### src/rtl/stageex_md.sv
// ---------------------------------------------------------------------------
// stageex_md : execute stage with integer ALU and multiply/divide unit
//
// Purpose
//   Single-issue execute stage. ALU ops complete in one cycle (result and
//   rs1/rs2 branch compare registered at the accepting edge). Multiply and
//   divide ops run iteratively, one radix-2 step per cycle, for XLEN cycles
//   in CALC, then present the sign-corrected result in DONE.
//
// Configuration
//   STAGEEX_MD_FASTMUL_EN : when defined, MUL/MULH/MULHSU/MULHU use a
//   single-cycle combinational multiplier and follow ALU timing; DIV/REM
//   stay iterative. When undefined, all MD ops are iterative and no
//   combinational multiplier exists.
//
// Ports
//   i_clk, i_reset          clock, synchronous active-high reset
//   i_valid / o_ready       upstream handshake (o_ready only in IDLE)
//   i_flush                 kill in-flight op / discard this cycle's request
//   i_opa_sel, i_opb_sel    operand select (0: rs1/rs2, 1: pc/imm)
//   i_br_un                 unsigned branch compare
//   i_pc, i_rs1_data,
//   i_rs2_data, i_imm       XLEN-wide operands
//   i_alu_op                ALU operation
//   i_md_en, i_md_op        multiply/divide enable and operation
//   o_valid                 one-cycle result pulse
//   o_result                registered result (holds when o_valid low)
//   o_br_less, o_br_equal   registered rs1-vs-rs2 compare
//   o_busy                  iterative op in progress
// ---------------------------------------------------------------------------
module stageex_md #(
  parameter int XLEN = 32
) (
  input  logic            i_clk,
  input  logic            i_reset,
  input  logic            i_valid,
  output logic            o_ready,
  input  logic            i_flush,
  input  logic            i_opa_sel,
  input  logic            i_opb_sel,
  input  logic            i_br_un,
  input  logic [XLEN-1:0] i_pc,
  input  logic [XLEN-1:0] i_rs1_data,
  input  logic [XLEN-1:0] i_rs2_data,
  input  logic [XLEN-1:0] i_imm,
  input  logic [3:0]      i_alu_op,
  input  logic            i_md_en,
  input  logic [2:0]      i_md_op,
  output logic            o_valid,
  output logic [XLEN-1:0] o_result,
  output logic            o_br_less,
  output logic            o_br_equal,
  output logic            o_busy
);

  localparam int SW = $clog2(XLEN);

  typedef enum logic [1:0] {
    IDLE = 2'd0,
    CALC = 2'd1,
    DONE = 2'd2
  } state_e;

  state_e            state_q;
  logic [SW-1:0]     cnt_q;
  logic              valid_q;
  logic              busy_q;
  logic [XLEN-1:0]   result_q;
  logic              brLess_q;
  logic              brEqual_q;
  logic              pendLess_q;
  logic              pendEqual_q;
  logic [2*XLEN-1:0] acc_q;
  logic [XLEN-1:0]   mcand_q;
  logic [XLEN-1:0]   dividend_q;
  logic [2:0]        op_q;
  logic              negQ_q;
  logic              negR_q;
  logic              divZero_q;

  logic              accept;
  logic              iterStart;
  logic [XLEN-1:0]   opA;
  logic [XLEN-1:0]   opB;
  logic [SW-1:0]     shamt;
  logic [XLEN-1:0]   aluRes;
  logic [XLEN-1:0]   issueRes_d;
  logic              brLess_d;
  logic              brEqual_d;
  logic              signA;
  logic              signB;
  logic              negA;
  logic              negB;
  logic [XLEN-1:0]   magA;
  logic [XLEN-1:0]   magB;

  logic [XLEN:0]     shifted;
  logic [XLEN:0]     diff;
  logic [XLEN:0]     mulSum;
  logic [2*XLEN-1:0] acc_d;
  logic [2*XLEN-1:0] prodFix;
  logic [XLEN-1:0]   quo;
  logic [XLEN-1:0]   rem;
  logic [XLEN-1:0]   result_d;

  // Ready is suppressed while reset is held so nothing is accepted on the
  // reset edge; a flush in the same cycle discards the request outright.
  assign o_ready = (state_q == IDLE) && !i_reset;
  assign accept  = i_valid && o_ready && !i_flush;

  // Single-cycle ALU on the selected operands, plus the rs1/rs2 branch
  // compare that is always made on the register operands.
  always_comb begin
    opA    = i_opa_sel ? i_pc  : i_rs1_data;
    opB    = i_opb_sel ? i_imm : i_rs2_data;
    shamt  = opB[SW-1:0];
    aluRes = '0;
    case (i_alu_op)
      4'd0:    aluRes = opA + opB;
      4'd1:    aluRes = opA - opB;
      4'd2:    aluRes = opA << shamt;
      4'd3:    aluRes = {{(XLEN-1){1'b0}}, ($signed(opA) < $signed(opB))};
      4'd4:    aluRes = {{(XLEN-1){1'b0}}, (opA < opB)};
      4'd5:    aluRes = opA ^ opB;
      4'd6:    aluRes = opA >> shamt;
      4'd7:    aluRes = $signed(opA) >>> shamt;
      4'd8:    aluRes = opA | opB;
      4'd9:    aluRes = opA & opB;
      4'd10:   aluRes = opB;
      default: aluRes = '0;
    endcase
    brEqual_d = (i_rs1_data == i_rs2_data);
    brLess_d  = i_br_un ? (i_rs1_data < i_rs2_data)
                        : ($signed(i_rs1_data) < $signed(i_rs2_data));
  end

  // MD operands are reduced to magnitudes; which operands count as signed
  // depends on the op (MUL low half is sign-agnostic, so treated unsigned).
  always_comb begin
    signA = (i_md_op == 3'd1) || (i_md_op == 3'd2) ||
            (i_md_op == 3'd4) || (i_md_op == 3'd6);
    signB = (i_md_op == 3'd1) || (i_md_op == 3'd4) || (i_md_op == 3'd6);
    negA  = signA && i_rs1_data[XLEN-1];
    negB  = signB && i_rs2_data[XLEN-1];
    magA  = negA ? -i_rs1_data : i_rs1_data;
    magB  = negB ? -i_rs2_data : i_rs2_data;
  end

`ifdef STAGEEX_MD_FASTMUL_EN
  logic [2*XLEN-1:0] fastA;
  logic [2*XLEN-1:0] fastB;
  logic [2*XLEN-1:0] fastProd;

  // Sign-extending both operands to 2*XLEN makes the truncated product
  // correct for every signedness mix, so one multiplier covers all four ops.
  always_comb begin
    fastA      = {{XLEN{negA}}, i_rs1_data};
    fastB      = {{XLEN{negB}}, i_rs2_data};
    fastProd   = fastA * fastB;
    issueRes_d = aluRes;
    if (i_md_en) begin
      issueRes_d = (i_md_op == 3'd0) ? fastProd[XLEN-1:0]
                                     : fastProd[2*XLEN-1:XLEN];
    end
  end

  assign iterStart = accept && i_md_en && i_md_op[2];
`else
  assign issueRes_d = aluRes;
  assign iterStart  = accept && i_md_en;
`endif

  // One radix-2 step on acc_q. Divide: acc = {remainder, dividend/quotient},
  // restoring subtract. Multiply: acc = {partial high, multiplier}, add then
  // shift right. The sign fix-up and special cases are applied to the step's
  // output so the finished value can be registered on the CALC->DONE edge.
  always_comb begin
    shifted = {acc_q[2*XLEN-1:XLEN], acc_q[XLEN-1]};
    diff    = shifted - {1'b0, mcand_q};
    mulSum  = {1'b0, acc_q[2*XLEN-1:XLEN]} +
              (acc_q[0] ? {1'b0, mcand_q} : {(XLEN+1){1'b0}});
    if (op_q[2]) begin
      if (!diff[XLEN]) begin
        acc_d = {diff[XLEN-1:0], acc_q[XLEN-2:0], 1'b1};
      end else begin
        acc_d = {shifted[XLEN-1:0], acc_q[XLEN-2:0], 1'b0};
      end
    end else begin
      acc_d = {mulSum, acc_q[XLEN-1:1]};
    end
    prodFix = negQ_q ? -acc_d : acc_d;
    quo     = negQ_q ? -acc_d[XLEN-1:0] : acc_d[XLEN-1:0];
    rem     = negR_q ? -acc_d[2*XLEN-1:XLEN] : acc_d[2*XLEN-1:XLEN];
    case (op_q)
      3'd0:       result_d = prodFix[XLEN-1:0];
      3'd4, 3'd5: result_d = divZero_q ? {XLEN{1'b1}} : quo;
      3'd6, 3'd7: result_d = divZero_q ? dividend_q : rem;
      default:    result_d = prodFix[2*XLEN-1:XLEN];
    endcase
  end

  // Stage FSM. IDLE accepts work; single-cycle results go straight to the
  // output registers, iterative ops latch magnitudes and spend XLEN cycles in
  // CALC. The compare for an iterative op is held aside and only published
  // together with its result.
  always_ff @(posedge i_clk) begin
    if (i_reset) begin
      state_q     <= IDLE;
      cnt_q       <= '0;
      valid_q     <= 1'b0;
      busy_q      <= 1'b0;
      result_q    <= '0;
      brLess_q    <= 1'b0;
      brEqual_q   <= 1'b0;
      pendLess_q  <= 1'b0;
      pendEqual_q <= 1'b0;
      acc_q       <= '0;
      mcand_q     <= '0;
      dividend_q  <= '0;
      op_q        <= '0;
      negQ_q      <= 1'b0;
      negR_q      <= 1'b0;
      divZero_q   <= 1'b0;
    end else begin
      valid_q <= 1'b0;
      case (state_q)
        IDLE: begin
          if (iterStart) begin
            state_q     <= CALC;
            busy_q      <= 1'b1;
            cnt_q       <= SW'(XLEN-1);
            acc_q       <= {{XLEN{1'b0}}, magA};
            mcand_q     <= magB;
            dividend_q  <= i_rs1_data;
            op_q        <= i_md_op;
            negQ_q      <= negA ^ negB;
            negR_q      <= negA;
            divZero_q   <= (i_rs2_data == '0);
            pendLess_q  <= brLess_d;
            pendEqual_q <= brEqual_d;
          end else if (accept) begin
            valid_q   <= 1'b1;
            result_q  <= issueRes_d;
            brLess_q  <= brLess_d;
            brEqual_q <= brEqual_d;
          end
        end
        CALC: begin
          if (i_flush) begin
            state_q <= IDLE;
            busy_q  <= 1'b0;
            cnt_q   <= '0;
          end else begin
            acc_q <= acc_d;
            cnt_q <= cnt_q - SW'(1);
            if (cnt_q == '0) begin
              state_q   <= DONE;
              busy_q    <= 1'b0;
              cnt_q     <= '0;
              valid_q   <= 1'b1;
              result_q  <= result_d;
              brLess_q  <= pendLess_q;
              brEqual_q <= pendEqual_q;
            end
          end
        end
        DONE: begin
          state_q <= IDLE;
        end
        default: begin
          state_q <= IDLE;
        end
      endcase
    end
  end

  // A flush landing in DONE kills the result pulse that is already showing.
  assign o_valid    = valid_q && !(i_flush && (state_q == DONE));
  assign o_result   = result_q;
  assign o_br_less  = brLess_q;
  assign o_br_equal = brEqual_q;
  assign o_busy     = busy_q;

endmodule

### config.mk
export PLATFORM = sky130hd
export DESIGN_NAME = stageex_md
export DESIGN_NICKNAME = d
export VERILOG_FILES = /design/src/rtl/stageex_md.sv
export SDC_FILE = /design/constraint.sdc
export NUM_CORES = 1
export LEC_CHECK = 0
export CAP_MARGIN = 20
export CORE_UTILIZATION = 40
export CTS_CLUSTER_DIAMETER = 50
export DETAILED_ROUTE_END_ITERATION = 16
export GPL_TIMING_DRIVEN = 1
export PLACE_DENSITY = 0.63
export SYNTH_ARGS = -nofsm -noshare
export SYNTH_HDL_FRONTEND = slang
export SYNTH_SLANG_ARGS = --single-unit
### constraint.sdc
create_clock -name i_clk -period 6.7 [get_ports i_clk]
set_input_delay 1.34 -clock i_clk [delete_from_list [all_inputs] [get_ports i_clk]]
set_output_delay 1.34 -clock i_clk [all_outputs]
set_load 0.02 [all_outputs]
; After elaboration in Yosys (flattened, before gate mapping)
; Cells that the tools add are included.
; W data, S select, Z words.
[word_totals]
ff_bits = 179
output_inout_bits = 37
wordCells = 144
[classes]
addsub = 10
magnitude_cmp = 4
n_eq_ne = 27
shift = 3
mux = 50
bitwise_logic = 4
reduce_logical = 30
[op_table]
columns = op, count
row1 = $mux W32, 13
row2 = $pmux W32 S11, 1
row3 = $mux W64, 5
row4 = $lt A32 B32 Y1, 4
row5 = $neg A32 Y32, 4
row6 = $pmux W64 S2, 1
row7 = $pmux W32 S3, 1
row8 = $neg A64 Y64, 1
row9 = $pmux W32 S2, 1
row10 = $add A32 B32 Y33, 1
row11 = $sub A33 B32 Y33, 1
row12 = $add A32 B32 Y32, 1
row13 = $and A32 B32 Y32, 1
row14 = $eq A32 B32 Y1, 1
row15 = $logic_not A32 Y1, 1
row16 = $or A32 B32 Y32, 1
row17 = $shl A32 B5 Y32, 1
row18 = $shr A32 B5 Y32, 1
row19 = $sshr A32 B5 Y32, 1
row20 = $sub A32 B32 Y32, 1
row21 = $xor A32 B32 Y32, 1
row22 = $eq A3 B3 Y1 const B, 6
row23 = $eq A4 B3 Y1 const B, 4
row24 = $mux W1, 16
row25 = 28 further kinds, 59

; Logic depth before layout (Yosys ltp)
[depth]
word_depth = 10
depth_mapped = 25

; Least setup slack after synthesis
; No wires, ideal clock.
[synth_timing]
kind = input-to-reg
startpoint = input i_opb_sel
endpoint = register result_q[16] (netlist: o_result[16])
setup_time_ns = 0.125
arrival_time_ns = 6.109
required_time_ns = 6.575
path_slack_ns = 0.467
cell_stages = 23
cell_sequence = clkbuf_1 -> mux2i_1 -> inv_1 -> clkbuf_1 -> clkbuf_1 -> clkbuf_1 -> buf_1 -> ha_1 -> inv_1 -> fa_1 -> nand2b_1 -> a21oi_1 -> o21bai_1 -> a211oi_1 -> o21ai_0 -> a31oi_1 -> a21oi_1 -> o21ai_0 -> and3_1 -> or4b_2 -> o21ai_0 -> a21boi_0 -> o31ai_1
[synth_via]
elab_chain_cells = 6
elab_cells_between_ends = 13
cone_classes = add/sub: 2 / shift: 3 / mux: 5 / bitwise: 3
[synth_rtl]
columns = item, line_no
row1 = start: declaration, 40  ; input logic i_opb_sel,
row2 = $mux W32 *, 115  ; opB = i_opb_sel ? i_imm : i_rs2_data;
row3 = $sub A32 B32 Y32 (tied with other cells), 120  ; 4'd1: aluRes = opA - opB;
row4 = $pmux W32 S11 *, 118  ; case (i_alu_op)
row5 = $mux W32 *, 241  ; end else if (accept) begin
row6 = $mux W32 *, 228  ; if (iterStart) begin
row7 = $pmux W32 S2 *, 226  ; case (state_q)
row8 = end signal: assignment, 243  ; result_q <= issueRes_d;
row9 = end signal: assignment, 261  ; result_q <= result_d;
row10 = end: declaration, 68  ; logic [XLEN-1:0] result_q;
; Mark *: on every way between the ends. The rest lies on a longest branch, timed or not. The select of a mux whose other input is x is not followed.
; A chain may end at the register's enable or synchronous reset.

; Final worst setup path
[layout_timing]
startpoint = input i_rs1_data[3]
endpoint = register result_q[16] (netlist: o_result[16])
[layout_via]
elab_chain_cells = 6
elab_cells_between_ends = 10
cone_classes = add/sub: 2 / shift: 3 / mux: 5
[layout_rtl]
columns = item, line_no
row1 = start: declaration, 43  ; input logic [XLEN-1:0] i_rs1_data,
row2 = $mux W32 *, 114  ; opA = i_opa_sel ? i_pc : i_rs1_data;
row3 = $sub A32 B32 Y32 (tied with other cells), 120
row4 = $pmux W32 S11 *, 118
row5 = $mux W32 *, 241
row6 = $mux W32 *, 228
row7 = $pmux W32 S2 *, 226
; Marked as above.

==> impl_metrics.ini <==
[global_route]
layer_with_the_highest_usage = met2
met3_routing_resource_usage_after_global_routing = 0.06653
grt.total_usage = 0.3957
globalRouteOverflowTotal = 0
first_global_vias = 28810
first_pass_grt_wire_length_um = 196100
globalRouteMet2Util = 0.6355
globalRouteMet1Util = 0.4835
grt_antenna_before_repair = 9
grt_max_degree = 68

[routing]
detail-route-antenna-nets = 0
drc_errors = 0
first_iter_violations = 4666
num_vias = 31520
avgRoutedWirePerCell_um = 28.41
detail_route.wirelength_um = 135200
detail_route.first_pass.iterations = 9
vias_per_cell = 6.621

[die]
floorplan.core_area_sq_um = 64350
floorplan.die.width_um = 256.8
num_rows = 93
floorplan.io_pins = 180
floorplan.die_area_sq_um = 65930
initial_utilization = 0.4034
floorplan.die.height_um = 256.8

[placed_design]
half_perimeter_wire_length_after_detailed_placement_um = 106500
place.gp.congestion = 1.048
place.port_buffers = 179

[timing]
min_period_over_period = 0.9526
tns_ns = 0
timing.max_slew.rel_slack = 0.2012
timing_worst_slew_pin_value_ns = 1.183
finalSetupViolations = 0
maxSlewViolCount = 0
finalHoldViolations = 0
post-route-min-period_ns = 6.382
maxClockFrequency_mhz = 156.7
skew_ns = 0.01644
rsz0062_at_grt = no

[clocking]
clock_latency_on_the_worst_skew_pair_ns = 0.49
clock-root-buffer = clkbuf_16
ctsResizeCount = 0
ctsLongestPathBuffers = 2
number_of_buffers_created_by_cts = 17
clk_pin_slew_ns = 0.07
htreeDepth = 4
numClockSinks = 179
tritoncts_clock_tree = yes

[setup_path]
crit_start = i_rs1_data[3]
ff2ff_path_depth = 21
cp_data_arrival_time_ns = 6.75
timing.critical_path.cells = clkdlybuf4s50_1, mux2i_1, ha_1, a21oi_1, o21bai_1, a211oi_1, o21ai_0, a31oi_1, a21oi_1, o21ai_0, nor3_1, or4b_2, o21ai_0, buf_4, a21boi_0, o31ai_1
critPathMostFrequentCell = o21ai_0
reg2reg_slack_ns = 0.32
path_class = input pin to flop
biggest_cell_delay_along_the_critical_path_ns = 0.66
critPathMaxFanout = 8
r2r-end = o_result[4]$_SDFFE_PP0P_
critPathLaunchType = input pin
worst_setup_path_endpoint = o_result[16]$_SDFFE_PP0P_
critical_path.slowest_cell = mux2i_1
worstReg2RegStart = mcand_q[17]$_SDFFE_PP0P_
crit_path_end_kind = flop
wp_data_required_ns = 7.06

[cells_and_area]
nets = 4234
layout-drive-gt1-share = 0.08173
layout_commonest_cell = nand2_1
area_delta_synth_final_pct = 14.73
layout_common_cells = nand2_1 (440), nor2_1 (365), a21oi_1 (352)

[synth]
number_of_warnings_printed_during_yosys_synthesis = 0
synth.cell_area_sq_um = 25960
synth_ff_type = dfxtp_1
postSynthNetCount = 4126
synth_area_leaders = dfxtp_1 (14%), ha_1 (9.5%), a21oi_1 (6.8%)
synth_cell_type_count = 107
synth_top_area_frac = 0.1380
synth_sequential_area_ratio = 0.1380
yosys_register_bits = 179
synthesis.instances = 3782
synth_area_per_cell_sq_um = 6.864
synth-edff-count = 0
post-synth-top-area-cell = dfxtp_1
async_flop_share = 0

[power_and_ir_drop]
fin_total_pwr_mw = 4.406
power_per_cell_area_nw_per_um2 = 147.9
power.ir.vdd_worst_mv = 0.1727
power.static_leakage_nw = 12.14

[outcome]
result_of_the_run = finished, final reports clean

[min_path]
hp-class = flop to flop
holdCritStartpoint = dividend_q[26]$_SDFFE_PP0P_

[run]
cap_viol_max_count = 0
-- metal layers --
metal	up-vias	share of wire
met3	444	0.099
li1	14140	-
met4	10	0.079
met5	-	0.00051
met1	14910	0.38
met2	2020	0.45
-- synthesized netlist by cell type (68+ instances only) --
master,number
inv_1,188
nor3_1,85
nand2_1,440
nor2_1,371
xnor2_1,117
dfxtp_1,179
o21ai_0,255
o211ai_1,77
clkbuf_1,182
ha_1,197
mux2i_1,134
a21o_1,69
a21oi_1,352
nand3_1,73
a211oi_1,68
-- where the power goes --
part	internal (mW)	total [mW]	switching [mW]	leakage (nW)
Sequential	1.09	1.13	0.0389	1.45
Combinational	0.746	2.18	1.43	10.4
Clock	0.582	1.09	0.513	0.287
-- flip-flops by register name, summed over array words and instances, names as in the netlist --
name	cells
o_br_less	1
negQ_q	1
pendLess_q	1
valid_q	1
mcand_q	32
acc_q	64
o_br_equal	1
divZero_q	1
state_q	2
o_busy	1
dividend_q	32
cnt_q	5
op_q	3
o_result	32
negR_q	1
pendEqual_q	1
-- per-stage QoR --
stage / hold WS [ns] / utilization / setup WS (ns) / std cells / instance area, sq um
after floorplan: 0.4312 / - / 0.4668 / 3782 / 25960
after global placement: 0.4396 / 0.4531 / 0.1858 / 4723 / 29160
after detailed placement: 0.4468 / 0.4531 / 0.09143 / 4723 / 29160
after CTS: 0.4570 / 0.4624 / 0.3238 / 4755 / 29760
after global routing: 0.4756 / 0.4628 / 0.09294 / 4759 / 29780
final: 0.4572 / 0.4629 / 0.3176 / 4761 / 29790
-- critical path: cells and delay by family --
kind	cells	cell delay, ns
multiplexers	1	0.66
AO/OA/AOI/OAI	10	2.79
buffers and inverters	2	0.79
adder cells (fa/ha/maj)	1	0.45
AND/OR/NAND/NOR	2	0.69
-- layout make-up --
cell class              count  area (sq um)
multi-input cells        3154         20740
inverters                 194         728.2
fillers                  6639         34560
flip-flops and latches    179          3588
repair buffers            344          3055
clock inverters            11         126.4
diodes                      3         7.507
clock buffers              21         470.5
well taps                 855          1070
-- cells by family (layout without fill, tap and decap cells) --
group,after synthesis,after routing,share of synthesized area
muxes,161,161,0.06511
AOI/OAI and AO/OA,1336,1336,0.3445
xor gates and xnor gates,175,175,0.05904
and+or+nand+nor,1281,1281,0.2283
buffers and inverters,449,570,0.06704
DFF,179,179,0.1380
adders and majority gates,201,201,0.09803
other,0,3,0
-- worst min path at each step --
stage                                             end  slack [ns]  cells past startpoint
after global routing      dividend_q[22]$_SDFFE_PP0P_        0.48                      2
after global placement    dividend_q[12]$_SDFFE_PP0P_        0.44                      2
after CTS                 dividend_q[20]$_SDFFE_PP0P_        0.46                      2
after detailed placement  dividend_q[20]$_SDFFE_PP0P_        0.45                      2
final                     dividend_q[26]$_SDFFE_PP0P_        0.46                      2
after floorplan            dividend_q[2]$_SDFFE_PP0P_        0.43                      2
-- what timing repair did --
item,in CTS,in global routing
buffers inserted,0,3
hold endpoints to repair,0,0
endpoints found under the setup margin,0,3
hold buffers,0,0
Power figures use the tool's default switching activity.
